### config.mk
export PLATFORM = sky130hd
export DESIGN_NAME = reg_xfer_ctrl
export DESIGN_NICKNAME = d
export VERILOG_FILES = /design/src/rtl/reg_xfer_ctrl.sv
export SDC_FILE = /design/constraint.sdc
export NUM_CORES = 1
export LEC_CHECK = 0
export BUFFER_PORTS_ARGS = -buffer_cell sky130_fd_sc_hd__buf_2
export CORE_AREA = 3 3 81 83
export DETAILED_ROUTE_END_ITERATION = 7
export DIE_AREA = 0 0 84 86
export HOLD_SLACK_MARGIN = 0.1
export PLACE_DENSITY = 0.84
export SLEW_MARGIN = 20
export SYNTH_ARGS = -nofsm -noshare
export SYNTH_HDL_FRONTEND = slang
export SYNTH_SLANG_ARGS = --single-unit
### constraint.sdc
create_clock -name CLK -period 2.6 [get_ports CLK]
set_input_delay 0.13 -clock CLK [delete_from_list [all_inputs] [get_ports CLK]]
set_output_delay 0.13 -clock CLK [all_outputs]
set_load 0.1 [all_outputs]
### src/rtl/reg_xfer_ctrl.sv
// rtl/reg_xfer_ctrl.sv - transfer sequencer for general-purpose registers A, B and C
//
// Accepts one NOP / LOAD / MOVE / SWAP command at a time and drives the shared
// write bus plus the per-register load enables.
//
// Ports:
//   CLK, RST                      clock, asynchronous active-high reset
//   CMD_VALID / CMD_READY         command handshake
//   CMD_OP, CMD_SRC, CMD_DST      opcode and register codes (11 = invalid)
//   CMD_IMM                       immediate word for LOAD
//   A_Q, B_Q, C_Q                 current register contents
//   BUS_DATA, LOAD_A/B/C          shared write data and load enables
//   DONE, ERR                     one-cycle completion / rejection pulses
module reg_xfer_ctrl #(
  parameter int WORD_SIZE = 19
) (
  input  logic                 CLK,
  input  logic                 RST,
  input  logic                 CMD_VALID,
  output logic                 CMD_READY,
  input  logic [1:0]           CMD_OP,
  input  logic [1:0]           CMD_SRC,
  input  logic [1:0]           CMD_DST,
  input  logic [WORD_SIZE-1:0] CMD_IMM,
  input  logic [WORD_SIZE-1:0] A_Q,
  input  logic [WORD_SIZE-1:0] B_Q,
  input  logic [WORD_SIZE-1:0] C_Q,
  output logic [WORD_SIZE-1:0] BUS_DATA,
  output logic                 LOAD_A,
  output logic                 LOAD_B,
  output logic                 LOAD_C,
  output logic                 DONE,
  output logic                 ERR
);

  typedef enum logic [2:0] {
    ST_IDLE,
    ST_EXEC,
    ST_SWAP1,
    ST_SWAP2,
    ST_ERROR
  } state_t;

  localparam logic [1:0] OP_NOP  = 2'b00;
  localparam logic [1:0] OP_LOAD = 2'b01;
  localparam logic [1:0] OP_MOVE = 2'b10;
  localparam logic [1:0] OP_SWAP = 2'b11;
  localparam logic [1:0] REG_BAD = 2'b11;

  state_t               state_q, state_d;
  logic [1:0]           op_q, op_d;
  logic [1:0]           src_q, src_d;
  logic [1:0]           dst_q, dst_d;
  logic [WORD_SIZE-1:0] imm_q, imm_d;
  logic [WORD_SIZE-1:0] temp_q, temp_d;
  logic                 ready_q, ready_d;

  logic                 accept;
  logic                 bad_cmd;
  logic [WORD_SIZE-1:0] q_src, q_dst;
  logic [WORD_SIZE-1:0] bus_data;
  logic [2:0]           load_vec;
  logic                 done_pulse, err_pulse;

  // Register code to one-hot load enable {C, B, A}; the invalid code selects nothing.
  function automatic logic [2:0] reg_sel(input logic [1:0] code);
    case (code)
      2'b00:   reg_sel = 3'b001;
      2'b01:   reg_sel = 3'b010;
      2'b10:   reg_sel = 3'b100;
      default: reg_sel = 3'b000;
    endcase
  endfunction

  assign accept = CMD_VALID & ready_q;

  // Only the fields an opcode actually uses are checked for the invalid code.
  assign bad_cmd = (((CMD_OP == OP_MOVE) || (CMD_OP == OP_SWAP)) && (CMD_SRC == REG_BAD)) ||
                   ((CMD_OP != OP_NOP) && (CMD_DST == REG_BAD));

  // Live register contents selected by the latched source / destination codes.
  always_comb begin
    q_src = '0;
    q_dst = '0;
    case (src_q)
      2'b00:   q_src = A_Q;
      2'b01:   q_src = B_Q;
      2'b10:   q_src = C_Q;
      default: q_src = '0;
    endcase
    case (dst_q)
      2'b00:   q_dst = A_Q;
      2'b01:   q_dst = B_Q;
      2'b10:   q_dst = C_Q;
      default: q_dst = '0;
    endcase
  end

  // Next-state and command latch.
  always_comb begin
    state_d = state_q;
    op_d    = op_q;
    src_d   = src_q;
    dst_d   = dst_q;
    imm_d   = imm_q;
    temp_d  = temp_q;
    ready_d = 1'b0;
    case (state_q)
      ST_IDLE: begin
        if (accept) begin
          op_d  = CMD_OP;
          src_d = CMD_SRC;
          dst_d = CMD_DST;
          imm_d = CMD_IMM;
          if (bad_cmd) begin
            state_d = ST_ERROR;
          end else if (CMD_OP == OP_SWAP) begin
            state_d = ST_SWAP1;
          end else begin
            state_d = ST_EXEC;
          end
        end else begin
          ready_d = 1'b1;
        end
      end
      ST_SWAP1: begin
        // Source is captured before its own load lands at this closing edge.
        temp_d  = q_src;
        state_d = ST_SWAP2;
      end
      ST_EXEC, ST_SWAP2, ST_ERROR: begin
        state_d = ST_IDLE;
        ready_d = 1'b1;
      end
      default: begin
        state_d = ST_IDLE;
      end
    endcase
  end

  // Output decode depends only on registered state and the latched command,
  // so the reset forces every output low without waiting for a clock.
  always_comb begin
    bus_data   = '0;
    load_vec   = 3'b000;
    done_pulse = 1'b0;
    err_pulse  = 1'b0;
    case (state_q)
      ST_EXEC: begin
        done_pulse = 1'b1;
        if (op_q == OP_LOAD) begin
          bus_data = imm_q;
          load_vec = reg_sel(dst_q);
        end else if (op_q == OP_MOVE) begin
          bus_data = q_src;
          load_vec = reg_sel(dst_q);
        end
      end
      ST_SWAP1: begin
        bus_data = q_dst;
        load_vec = reg_sel(src_q);
      end
      ST_SWAP2: begin
        bus_data   = temp_q;
        load_vec   = reg_sel(dst_q);
        done_pulse = 1'b1;
      end
      ST_ERROR: begin
        err_pulse = 1'b1;
      end
      default: begin
        bus_data = '0;
      end
    endcase
  end

  always_ff @(posedge CLK or posedge RST) begin
    if (RST) begin
      state_q <= ST_IDLE;
      op_q    <= '0;
      src_q   <= '0;
      dst_q   <= '0;
      imm_q   <= '0;
      temp_q  <= '0;
      ready_q <= 1'b0;
    end else begin
      state_q <= state_d;
      op_q    <= op_d;
      src_q   <= src_d;
      dst_q   <= dst_d;
      imm_q   <= imm_d;
      temp_q  <= temp_d;
      ready_q <= ready_d;
    end
  end

  assign CMD_READY = ready_q;
  assign BUS_DATA  = bus_data;
  assign LOAD_A    = load_vec[0];
  assign LOAD_B    = load_vec[1];
  assign LOAD_C    = load_vec[2];
  assign DONE      = done_pulse;
  assign ERR       = err_pulse;

endmodule
### Yosys cells after proc, flatten, opt, wreduce, memory -nomap -nowiden

Cells that the tools add are included.

* register bits: 48
* bits in latches: 0
* bits in writable memories: 0
* ROM bits: 0
* output and inout port bits: 25
* memories: 0

* add/subtract/negate cells: 0
* $mul: 0
* div/mod/pow operators: 0
* magnitude comparators: 0
* eq/ne operators: 15
* shifts and indexed selects: 0
* muxes and demuxes: 18
* bitwise gates (word level): 1
* reductions and logical operators: 11

Operators by type and width (count)
* one-hot mux 19 bit (3 select lines): 3
* 2-to-1 mux 19 bit: 2
* one-hot mux 3 bit (3 select lines): 3
* == test 2 bit, second input constant: 7
* 2-to-1 mux 3 bit: 4
* == test 2 x 1 -> 1 bit, second input constant: 3
* == test 3 x 2 -> 1 bit, second input constant: 2
* one-hot mux 3 bit (2 select lines): 1
* zero test 2 bit: 2
* == test 3 x 1 -> 1 bit, second input constant: 1
* == test 3 bit, second input constant: 1
* zero test 3 bit: 1
* 2-to-1 mux 1 bit: 3
* OR reduction 3 bit: 1
* logical AND 1 bit: 2
* logical OR 1 bit: 2
* 2-to-1 mux 2 bit: 1
* inequality test 2 bit, second input constant: 1
* one-hot mux 1 bit (2 select lines): 1
* AND reduction 2 bit: 1
* nonzero test 2 bit: 1
* OR reduction 2 bit: 1
* bitwise AND 1 bit: 1

### Depth between registers and ports, before layout

Gate-level depths: netlist (run 1).

* word-level depth: 7
* depth in mapped cells: 8
* mapped depth without buffers: 5

### Worst setup path before layout (run 1)

OpenSTA, ideal clock, no wires.

* path type: reg-to-output
* start: register state_q[2]
* end: output port BUS_DATA[0]
* arrival: 3.513 ns
* data required time: 2.470 ns
* path slack: -1.043 ns
* stages on the path, launching flop included: 6
* path through: dfrtp_1 buf_6 nand2b_1 inv_2 nand3_1 o21ai_0

* word-level cells in the longest chain between the ends: 2

RTL lines
* start: declaration: RTL line 50 `state_t state_q, state_d;`
* start signal: assignment: RTL line 187 `state_q <= state_d;`
* == test 3 x 2 -> 1 bit or == test 3 x 1 -> 1 bit (tied branches): RTL line 148 `case (state_q)`
* one-hot mux 19 bit (3 select lines) (*): RTL line 148
* end: declaration: RTL line 28 `output logic [WORD_SIZE-1:0] BUS_DATA,`

Mark *: on every way between the ends. The rest lies on a longest branch, timed or not.

### Worst setup path in the final report (run 1)

* start: register state_q[2]
* end: output port BUS_DATA[14]

The elaborated chain is that of the path after synthesis.

==> results of run 1 <==
==> worst paths after layout <==
| path | slack (ps) | startpoint | endpoint |
|---|---|---|---|
| max in group asynchronous | 1590 | RST | temp_q[8] |
| worst min register to register | 490 | temp_q[10] | temp_q[10] |
| min in group asynchronous | 500 | RST | imm_q[9] |
| worst min-delay path | 110 | CMD_OP[0] | op_q[0] |
| worst max register to register | 950 | state_q[1] | temp_q[14] |
| worst max-delay path | 130 | state_q[2] | BUS_DATA[14] |
==> power groups by stage <==
stage | combinational (mW) | clock (mW) | sequential [mW]
final | 4.00 | 0.597 | 1.41
after global routing | 4.22 | 0.631 | 1.45
after CTS | 3.98 | 0.593 | 1.40
after detailed placement | 3.94 | 0 | 1.42
after global placement | 3.87 | 0 | 1.38
after floorplan | 2.80 | 0 | 1.35
==> cells by family (layout without fill, tap and decap cells) <==
family | Yosys count | count (layout) | share of synthesized area
XOR/XNOR | 1 | 1 | 0.00274
AO/OA/AOI/OAI | 95 | 95 | 0.199
flip-flops | 48 | 48 | 0.375
AND/OR/NAND/NOR | 110 | 110 | 0.170
buffers and inverters | 32 | 153 | 0.0504
multiplexers | 62 | 62 | 0.203
==> per-stage QoR <==
| step | setup WS [ps] | power [mW] | utilization | std cells |
|---|---|---|---|---|
| finish | 126 | 6.01 | 0.758 | 544 |
| global route | 21.7 | 6.30 | 0.758 | 544 |
| CTS | 145 | 5.97 | 0.758 | 544 |
| detailed placement | 492 | 5.36 | 0.703 | 516 |
| global placement | 522 | 5.26 | 0.703 | 516 |
| floorplan | 19.6 | 4.15 | - | 348 |
==> state kept, by name, indices dropped and copies added (netlist names) <==
signal	flops
src_q	2
op_q	2
temp_q	19
dst_q	2
state_q	3
CMD_READY	1
imm_q	19
==> Yosys cell counts <==
master	number	area, um2
o21ai_0	33	165
inv_1	2	7.51
buf_4	1	7.51
o21a_1	1	7.51
o2111ai_1	1	8.76
nand3_1	1	5.00
dfrtp_1	48	1200
o31ai_1	1	7.51
nor3b_1	2	15.0
nand3b_1	19	143
xor2_1	1	8.76
nand2_1	63	236
mux2i_1	38	380
a21oi_1	10	50.1
mux2_1	1	11.3
and2_1	2	12.5
o2bb2ai_1	12	105
o32ai_1	1	8.76
buf_2	12	60.1
nand2b_1	1	6.26
a222oi_1	4	40.0
mux2_2	23	259
buf_6	3	33.8
nor2_1	16	60.1
o211ai_1	4	30.0
a221oi_1	1	8.76
and3_1	1	6.26
nor4_4	2	42.5
nor3_1	2	10.0
inv_2	1	3.75
nor2b_1	1	6.26
clkbuf_1	13	48.8
a22oi_1	25	188
a32oi_1	2	17.5
==> cell type report <==
| cell class | count | area (um2) | area share |
|---|---|---|---|
| tap | 75 | 93.8 | 0.0209 |
| inverter | 3 | 20.0 | 0.00446 |
| clock inverter | 1 | 30.0 | 0.00669 |
| clock buffer | 7 | 96.3 | 0.0215 |
| timing repair buffer | 142 | 1170 | 0.261 |
| sequential | 48 | 1200 | 0.268 |
| multi-input combinational | 268 | 1870 | 0.418 |
==> metal layers <==
| layer | vias up | routed length, um | share of wire | GRT usage |
|---|---|---|---|---|
| met5 | - | 0 | 0 | 0 |
| met1 | 1571 | 3960 | 0.40 | 0.336 |
| met3 | 16 | 608 | 0.062 | 0.0384 |
| met4 | 0 | 179 | 0.018 | 0.0965 |
| met2 | 146 | 5030 | 0.51 | 0.471 |
| li1 | 1512 | - | - | - |
==> results.json, run 1 <==
{
  "status": "complete, no violations",
  "drc": 0,
  "worst-path-buf-inv": 2,
  "drive_gt1_frac": 0.345,
  "arrival_ps": 2340,
  "p_per_area_mw_per_mm2": 1340,
  "grt_remaining_overflow": 0,
  "dieHeight_um": 86,
  "grt_max_degree": 49,
  "finalCritPeriodShare": 0.951,
  "hold_viol": 0,
  "path_class": "reg2out",
  "place_congestion": 0.883,
  "worst_hold_slack_ps": 109,
  "dr_total_vias": 3245,
  "path_cells": "nand2b_4 > inv_8 > and2_1 > a22oi_1 > o211ai_1 > buf_12",
  "rows": 28,
  "max_stage_delay_ps": 620,
  "crit_family": "simple AND/OR/NAND/NOR gates",
  "syn-num-nets": 433,
  "drt_first_iter_violations": 274,
  "vias_per_cell": 5.97,
  "drv_slew": 0,
  "max_freq_mhz": 404,
  "ctsHoldBuffers": 20,
  "tritoncts": "done",
  "grt_pass1_vias": 3381,
  "power_frac_comb": 0.666,
  "htree_levels": 2,
  "finalClockSkew_ps": 3.49,
  "clk_pin_slew_worst_paths_ps": 90,
  "p_switching_mw": 3.08,
  "track_usage": 0.268,
  "ys_ff_latch": 48,
  "root_buffer": "clkbuf_8",
  "maxCapViolCount": 0,
  "initial_utilization": 0.541,
  "hold_depth": 2,
  "hpwlAfterDp_um": 6720,
  "rsz0062_at_grt": "false",
  "drt_first_pass_iters": 7,
  "core_area_mm2": 0.00592,
  "finalSetupTns_ps": 0,
  "place_area_mm2": 0.00416,
  "wl_per_cell_um": 18.0,
  "tightest_slew_ps": 834,
  "postRouteAntennaNets": 0,
  "fp.dieW_um": 84,
  "cpMaxStageDelayCell": "and2_1",
  "fp.dieArea_mm2": 0.00722,
  "cts.path.max_buffers": 2,
  "critical_path_depth": 6,
  "ctsResizeCount": 0,
  "postSynthCellCount": 348,
  "syn_area_mm2": 0.00320,
  "layout_common_cells": "buf_2 (87), nand2_1 (63), dfrtp_1 (48)",
  "synth.avg_cell_area_um2": 9.20,
  "cts_buffers": 5,
  "slew_headroom": 0.444,
  "cts.sinks": 48,
  "area_growth_syn_to_layout_pct": 40.2,
  "internal_power_mw": 2.93,
  "yosysWarningCount": 0,
  "io_buffers": 109,
  "start_kind": "flip-flop",
  "final_common_cell": "buf_2",
  "endpoint_kind": "output port",
  "fillers": 415,
  "pin_count": 110,
  "wl_um": 9780,
  "antenna_found_initial": 0,
  "finalCriticalPeriod_ps": 2470,
  "hp-class": "in2reg",
  "num-nets-final": 553,
  "seq_power_share": 0.235,
  "antennaDiodeCount": 0,
  "path_max_fanout": 18,
  "setup_violations": 0,
  "ff2ff_path_depth": 4,
  "cellLeakagePower_nw": 2.06,
  "final_area_mm2": 0.00449,
  "sw_frac_of_total": 0.512,
  "ys_seq_area_frac": 0.375,
  "p_clk_frac": 0.099,
  "clock_latency_ps": 300,
  "irDropWorstVdd_mv": 0.881,
  "postCtsSetupRepairBufs": 0,
  "grt_pass1_wl_um": 15800,
  "ys_types": 34,
  "required_ps": 2470
}
(Power assumes the default switching activity.)
==> inputs of run 2 (changes only) <==
CORE_AREA = 3 3 88 90   (was 3 3 81 83)
DIE_AREA = 0 0 91 93   (was 0 0 84 86)
MAX_ROUTING_LAYER = met4   (was default)
PLACE_DENSITY = 0.76   (was 0.84)
clock period = 2.2 ns   (was 2.6 ns; I/O delays follow)
==> run 2 against run 1 <==
Sequential share of layout area is 0.66 points lower. Utilization down 11 points. Worst hold slack gained 2.7 ps. Register-to-register slack worse by 400 ps. Final cell count is 6.4% higher. Largest cell class unchanged. Die area increased by 17%. Non-clock buffer count is 11 higher. Sequential power increased by 16%. Clock skew up 7.7 ps. Total power rose by 18%.
==> results.json, run 2 (same netlist as run 1, synthesis figures left out) <==
{
  "wl_um": 9560,
  "grt_max_degree": 35,
  "hpwlAfterDp_um": 6900,
  "p_total_mw": 7.10,
  "slew_headroom": 0.672,
  "cts.sinks": 48,
  "hold_viol": 0,
  "place_congestion": 0.876,
  "finalCriticalPeriod_ps": 2050,
  "io_buffers": 109,
  "worst-path-buf-inv": 2,
  "finalSetupTns_ps": 0,
  "status": "complete, no violations",
  "antenna_found_initial": 0,
  "fp.dieArea_mm2": 0.00846,
  "setup_violations": 0,
  "final_common_cell": "buf_2",
  "max_stage_delay_ps": 360,
  "antennaDiodeCount": 0,
  "cellLeakagePower_nw": 2.10,
  "required_ps": 2090,
  "num-nets-final": 564,
  "drt_first_pass_iters": 5,
  "root_buffer": "clkbuf_8",
  "dp_slack_ps": 79.0,
  "fp.dieW_um": 91,
  "postRouteAntennaNets": 0,
  "setup_slack_ps": 149,
  "drv_slew": 0,
  "drc": 0,
  "maxCapViolCount": 0,
  "grt_pass1_vias": 3240,
  "cpMaxStageDelayCell": "dfrtp_2",
  "clock_latency_ps": 300,
  "finalClockSkew_ps": 11.2,
  "max_freq_mhz": 487,
  "cp-startpoint": "dst_q[0]",
  "drt_first_iter_violations": 218,
  "critical_path_depth": 6,
  "endpoint_kind": "output port",
  "vias_per_cell": 5.57,
  "initial_utilization": 0.449,
  "start_kind": "flip-flop",
  "final_area_mm2": 0.00462,
  "pin_count": 110,
  "htree_levels": 2,
  "rows": 31,
  "clk_pin_slew_worst_paths_ps": 90,
  "core_area_mm2": 0.00714,
  "fillers": 623,
  "crit_family": "compound AO/OA/AOI/OAI gates",
  "fin_util": 0.648,
  "dieHeight_um": 93,
  "arrival_ps": 1940,
  "grt_remaining_overflow": 0,
  "grt_pass1_wl_um": 15600,
  "hp-class": "in2reg",
  "tritoncts": "done",
  "r2r_start": "state_q[2]",
  "hp-start": "CMD_OP[1]",
  "path_max_fanout": 22,
  "r2r_setup_slack_ps": 550,
  "dr_total_vias": 3223,
  "ff2ff_path_depth": 4,
  "drive_gt1_frac": 0.367,
  "track_usage": 0.233,
  "reg_top3": "imm_q: 19 flops, temp_q: 19 flops, state_q: 3 flops",
  "cts_buffers": 5,
  "p_per_area_mw_per_mm2": 1540,
  "place_area_mm2": 0.00426,
  "area_growth_syn_to_layout_pct": 44.4,
  "cts.path.max_buffers": 2,
  "finalCritPeriodShare": 0.932,
  "layout_common_cells": "buf_2 (87), nand2_1 (63), dfrtp_1 (44)",
  "crit_end": "BUS_DATA[3]",
  "wl_per_cell_um": 16.5,
  "irDropWorstVdd_mv": 0.875,
  "path_cells": "buf_4 > mux2i_1 > o21ai_0 > a222oi_1 > o21ai_1 > buf_12",
  "rsz0062_at_grt": "false",
  "path_class": "reg2out",
  "tightest_slew_ps": 496,
  "rr_endpoint": "imm_q[5]"
}
-- run 2: cell types whose count changed in the layout (fill, tap and decap cells not counted), moves of 4 or more --
cell           delta
dlygate4sd3_1     +4
buf_4             +7
dfrtp_1           -4
dfrtp_2           +4
-- run 2: how the worst min path moves through the flow --
stage | endpoint | depth (start not counted)
global placement | imm_q[12] | 2
detailed placement | imm_q[12] | 2
global route | op_q[1] | 2
CTS | dst_q[1] | 2
floorplan | dst_q[0] | 2
finish | op_q[1] | 2
-- run 2: stage by stage --
stage	hold WS, ps	instances
after global routing	112	579
after CTS	102	578
after global placement	83.3	546
after floorplan	227	348
final	111	579
after detailed placement	95.2	546
-- run 2: power by group --
group / switching (mW) / internal (mW)
Clock: 0.290 / 0.338
Sequential: 0.320 / 1.31
Combinational: 3.00 / 1.84
-- run 2: what timing repair did --
| item | in CTS | in global routing |
|---|---|---|
| endpoints found under the hold margin | 36 | 1 |
| resized for setup | 3 | 5 |
| endpoints found under the setup margin | 19 | 16 |
| pin swaps | 1 | 0 |
| hold buffers | 23 | 1 |
| setup buffers | 1 | 0 |
-- run 2: final cells by class --
class / count / area [um2] / area share
Multi-Input combinational cell: 268 / 1890 / 0.410
Sequential cell: 48 / 1210 / 0.261
Inverter: 3 / 23.8 / 0.00514
Clock inverter: 2 / 35.0 / 0.00758
Tap cell: 99 / 124 / 0.0268
Clock buffer: 6 / 72.6 / 0.0157
Timing Repair Buffer: 153 / 1270 / 0.274
-- run 2: layer usage --
layer | share of wire | up-vias | global-route usage
met5 | 0 | - | -
met4 | 0.011 | 0 | 0.0704
met3 | 0.058 | 7 | 0.0257
met2 | 0.51 | 117 | 0.393
met1 | 0.42 | 1561 | 0.297
li1 | - | 1538 | -
==> inputs of run 3 (changes only) <==
CELL_PAD_IN_SITES_DETAIL_PLACEMENT = 0   (was default)
CELL_PAD_IN_SITES_GLOBAL_PLACEMENT = 1   (was default)
CORE_AREA = 3 3 102 104   (was 3 3 88 90)
DIE_AREA = 0 0 105 107   (was 0 0 91 93)
PLACE_DENSITY = default   (was 0.76)
PLACE_DENSITY_LB_ADDON = 0.1   (was default)
==> run 3 against run 2 <==
Count of clock-buffer cells in the layout rose by 1. Global-route usage fell by 4.3 points. Total power rose by 0.84%. First-iteration DRC count fell by 45%. Final cell count rose by 7.6%. Worst hold slack improved by 8.1 ps. Sequential power rose by 3%.
==> results.json, run 3 (same netlist as run 1, synthesis figures left out) <==
{
  "crit_family": "buffers and inverters",
  "final_cells": 623,
  "grt_max_degree": 23,
  "finalCritPeriodShare": 0.962,
  "drv_slew": 0,
  "drt_first_pass_iters": 4,
  "core_area_mm2": 0.00964,
  "vias_per_cell": 5.08,
  "clock_latency_ps": 290,
  "wl_um": 10400,
  "rows": 36,
  "maxCapViolCount": 0,
  "required_ps": 2090,
  "track_usage": 0.190,
  "root_buffer": "clkbuf_8",
  "path_cells": "nand2b_4 > inv_12 > and2_2 > buf_12 > a22oi_1 > o211ai_1 > clkbuf_16",
  "irDropWorstVdd_mv": 0.737,
  "num-nets-final": 574,
  "worst-path-buf-inv": 3,
  "rsz0062_at_grt": "true",
  "hp-class": "in2reg",
  "cpMaxStageDelayCell": "dfrtp_2",
  "fillers": 959,
  "setup_violations": 0,
  "hpwlAfterDp_um": 7660,
  "drive_gt1_frac": 0.378,
  "io_buffers": 109,
  "max_stage_delay_ps": 450,
  "area_growth_syn_to_layout_pct": 48.9,
  "finalCriticalPeriod_ps": 2120,
  "cts.path.max_buffers": 2,
  "tritoncts": "done",
  "drc": 0,
  "grt_remaining_overflow": 0,
  "layout_common_cells": "buf_2 (87), nand2_1 (63), dfrtp_1 (42)",
  "internal_power_mw": 3.51,
  "grt_pass1_vias": 3239,
  "p_clk_frac": 0.070,
  "power_frac_comb": 0.695,
  "cts.sinks": 48,
  "ff_latch_area_mm2": 0.00121,
  "hold_viol": 0,
  "arrival_ps": 2010,
  "ff2ff_path_depth": 4,
  "multi_input_area_mm2": 0.00189,
  "clk_pin_slew_worst_paths_ps": 80,
  "slew_headroom": 0.667,
  "finalClockSkew_ps": 5.88,
  "path_max_fanout": 12,
  "cellLeakagePower_nw": 2.15,
  "antenna_found_initial": 0,
  "tightest_slew_ps": 503,
  "grt_pass1_wl_um": 16700,
  "dieHeight_um": 107,
  "fp.dieW_um": 105,
  "fp.dieArea_mm2": 0.0112,
  "start_kind": "flip-flop",
  "r2r_setup_slack_ps": 480,
  "placed_cells": 583,
  "pin_count": 110,
  "reg_top3": "imm_q: 19 flops, temp_q: 19 flops, state_q: 3 flops",
  "hp-start": "CMD_OP[1]",
  "p_switching_mw": 3.65,
  "seq_power_share": 0.235,
  "worst_hold_slack_ps": 119,
  "antennaDiodeCount": 0,
  "htree_levels": 2,
  "hold_depth": 2,
  "final_common_cell": "buf_2",
  "initial_utilization": 0.332,
  "place_congestion": 0.798,
  "dp_slack_ps": 223,
  "r2r_start": "state_q[2]",
  "cp-startpoint": "state_q[2]",
  "hold_path_end": "op_q[1]",
  "sw_frac_of_total": 0.510,
  "cts_buffers": 5,
  "postRouteAntennaNets": 0,
  "setup_slack_ps": 84.2,
  "endpoint_kind": "output port",
  "finalSetupTns_ps": 0,
  "max_freq_mhz": 473,
  "drt_first_iter_violations": 119,
  "path_class": "reg2out",
  "rr_endpoint": "src_q[1]",
  "wl_per_cell_um": 16.6,
  "p_per_area_mw_per_mm2": 1500,
  "status": "complete, no violations",
  "dr_total_vias": 3164
}
run 3: cell types whose count changed in the layout (fill, tap and decap cells not counted), moves of 2 or more:
cell | previous run | this run
and2_4 | 2 | 0
buf_4 | 20 | 25
dfrtp_2 | 4 | 6
dfrtp_1 | 44 | 42
buf_12 | 22 | 25
run 3: layout make-up:
class | instances | share of cell area
repair buffers | 163 | 0.294
multi-input cells | 268 | 0.396
well taps | 133 | 0.0349
clock inverters | 1 | 0.00105
clock buffers | 7 | 0.0160
inverters | 3 | 0.00499
flip-flops and latches | 48 | 0.253
run 3: worst max path at each step:
| stage | depth (start not counted) | slack [ps] | endpoint |
|---|---|---|---|
| floorplan | 5 | -330 | BUS_DATA[14] |
| global placement | 6 | 250 | BUS_DATA[13] |
| detailed placement | 7 | 220 | BUS_DATA[16] |
| CTS | 7 | 4 | BUS_DATA[16] |
| global route | 7 | -20 | BUS_DATA[16] |
| finish | 7 | 80 | BUS_DATA[16] |
run 3: layer usage:
layer / GRT usage / vias to the layer above / routed length, um
li1: - / 1552 / -
met1: 0.246 / 1530 / 4740
met2: 0.319 / 76 / 5140
met3: 0.0301 / 6 / 412
met4: 0.0356 / 0 / 72
met5: - / - / 0
run 3: worst reg2reg max path, delay by kind of cell, from the launching register on:
kind | cells | cell delay [ps]
buf+inv | 2 | 490
flops | 1 | 450
mux | 1 | 390
simple gates | 1 | 270
run 3: power by group through the flow:
stage	logic [mW]	registers, mW	clock network (mW)
floorplan	3.33	1.60	0
global placement	4.86	1.70	0
detailed placement	4.89	1.72	0
CTS	4.95	1.70	0.535
global route	5.29	1.74	0.561
finish	4.98	1.68	0.501
run 3: per-stage QoR:
step                power [mW]  instance area, um2   util
floorplan                 4.93                3260      -
global placement          6.57                4370  0.453
detailed placement        6.60                4370  0.453
CTS                       7.19                4730  0.490
global route              7.59                4770  0.495
finish                    7.16                4770  0.495
run 3: repair_timing:
item                                   in CTS  in global routing
pin swaps                                   1                  1
buffers inserted                            4                  4
endpoints found under the hold margin      35                  0
setup endpoints to repair                  19                 19
hold buffers                               24                  0
gates resized for setup                     4                  4
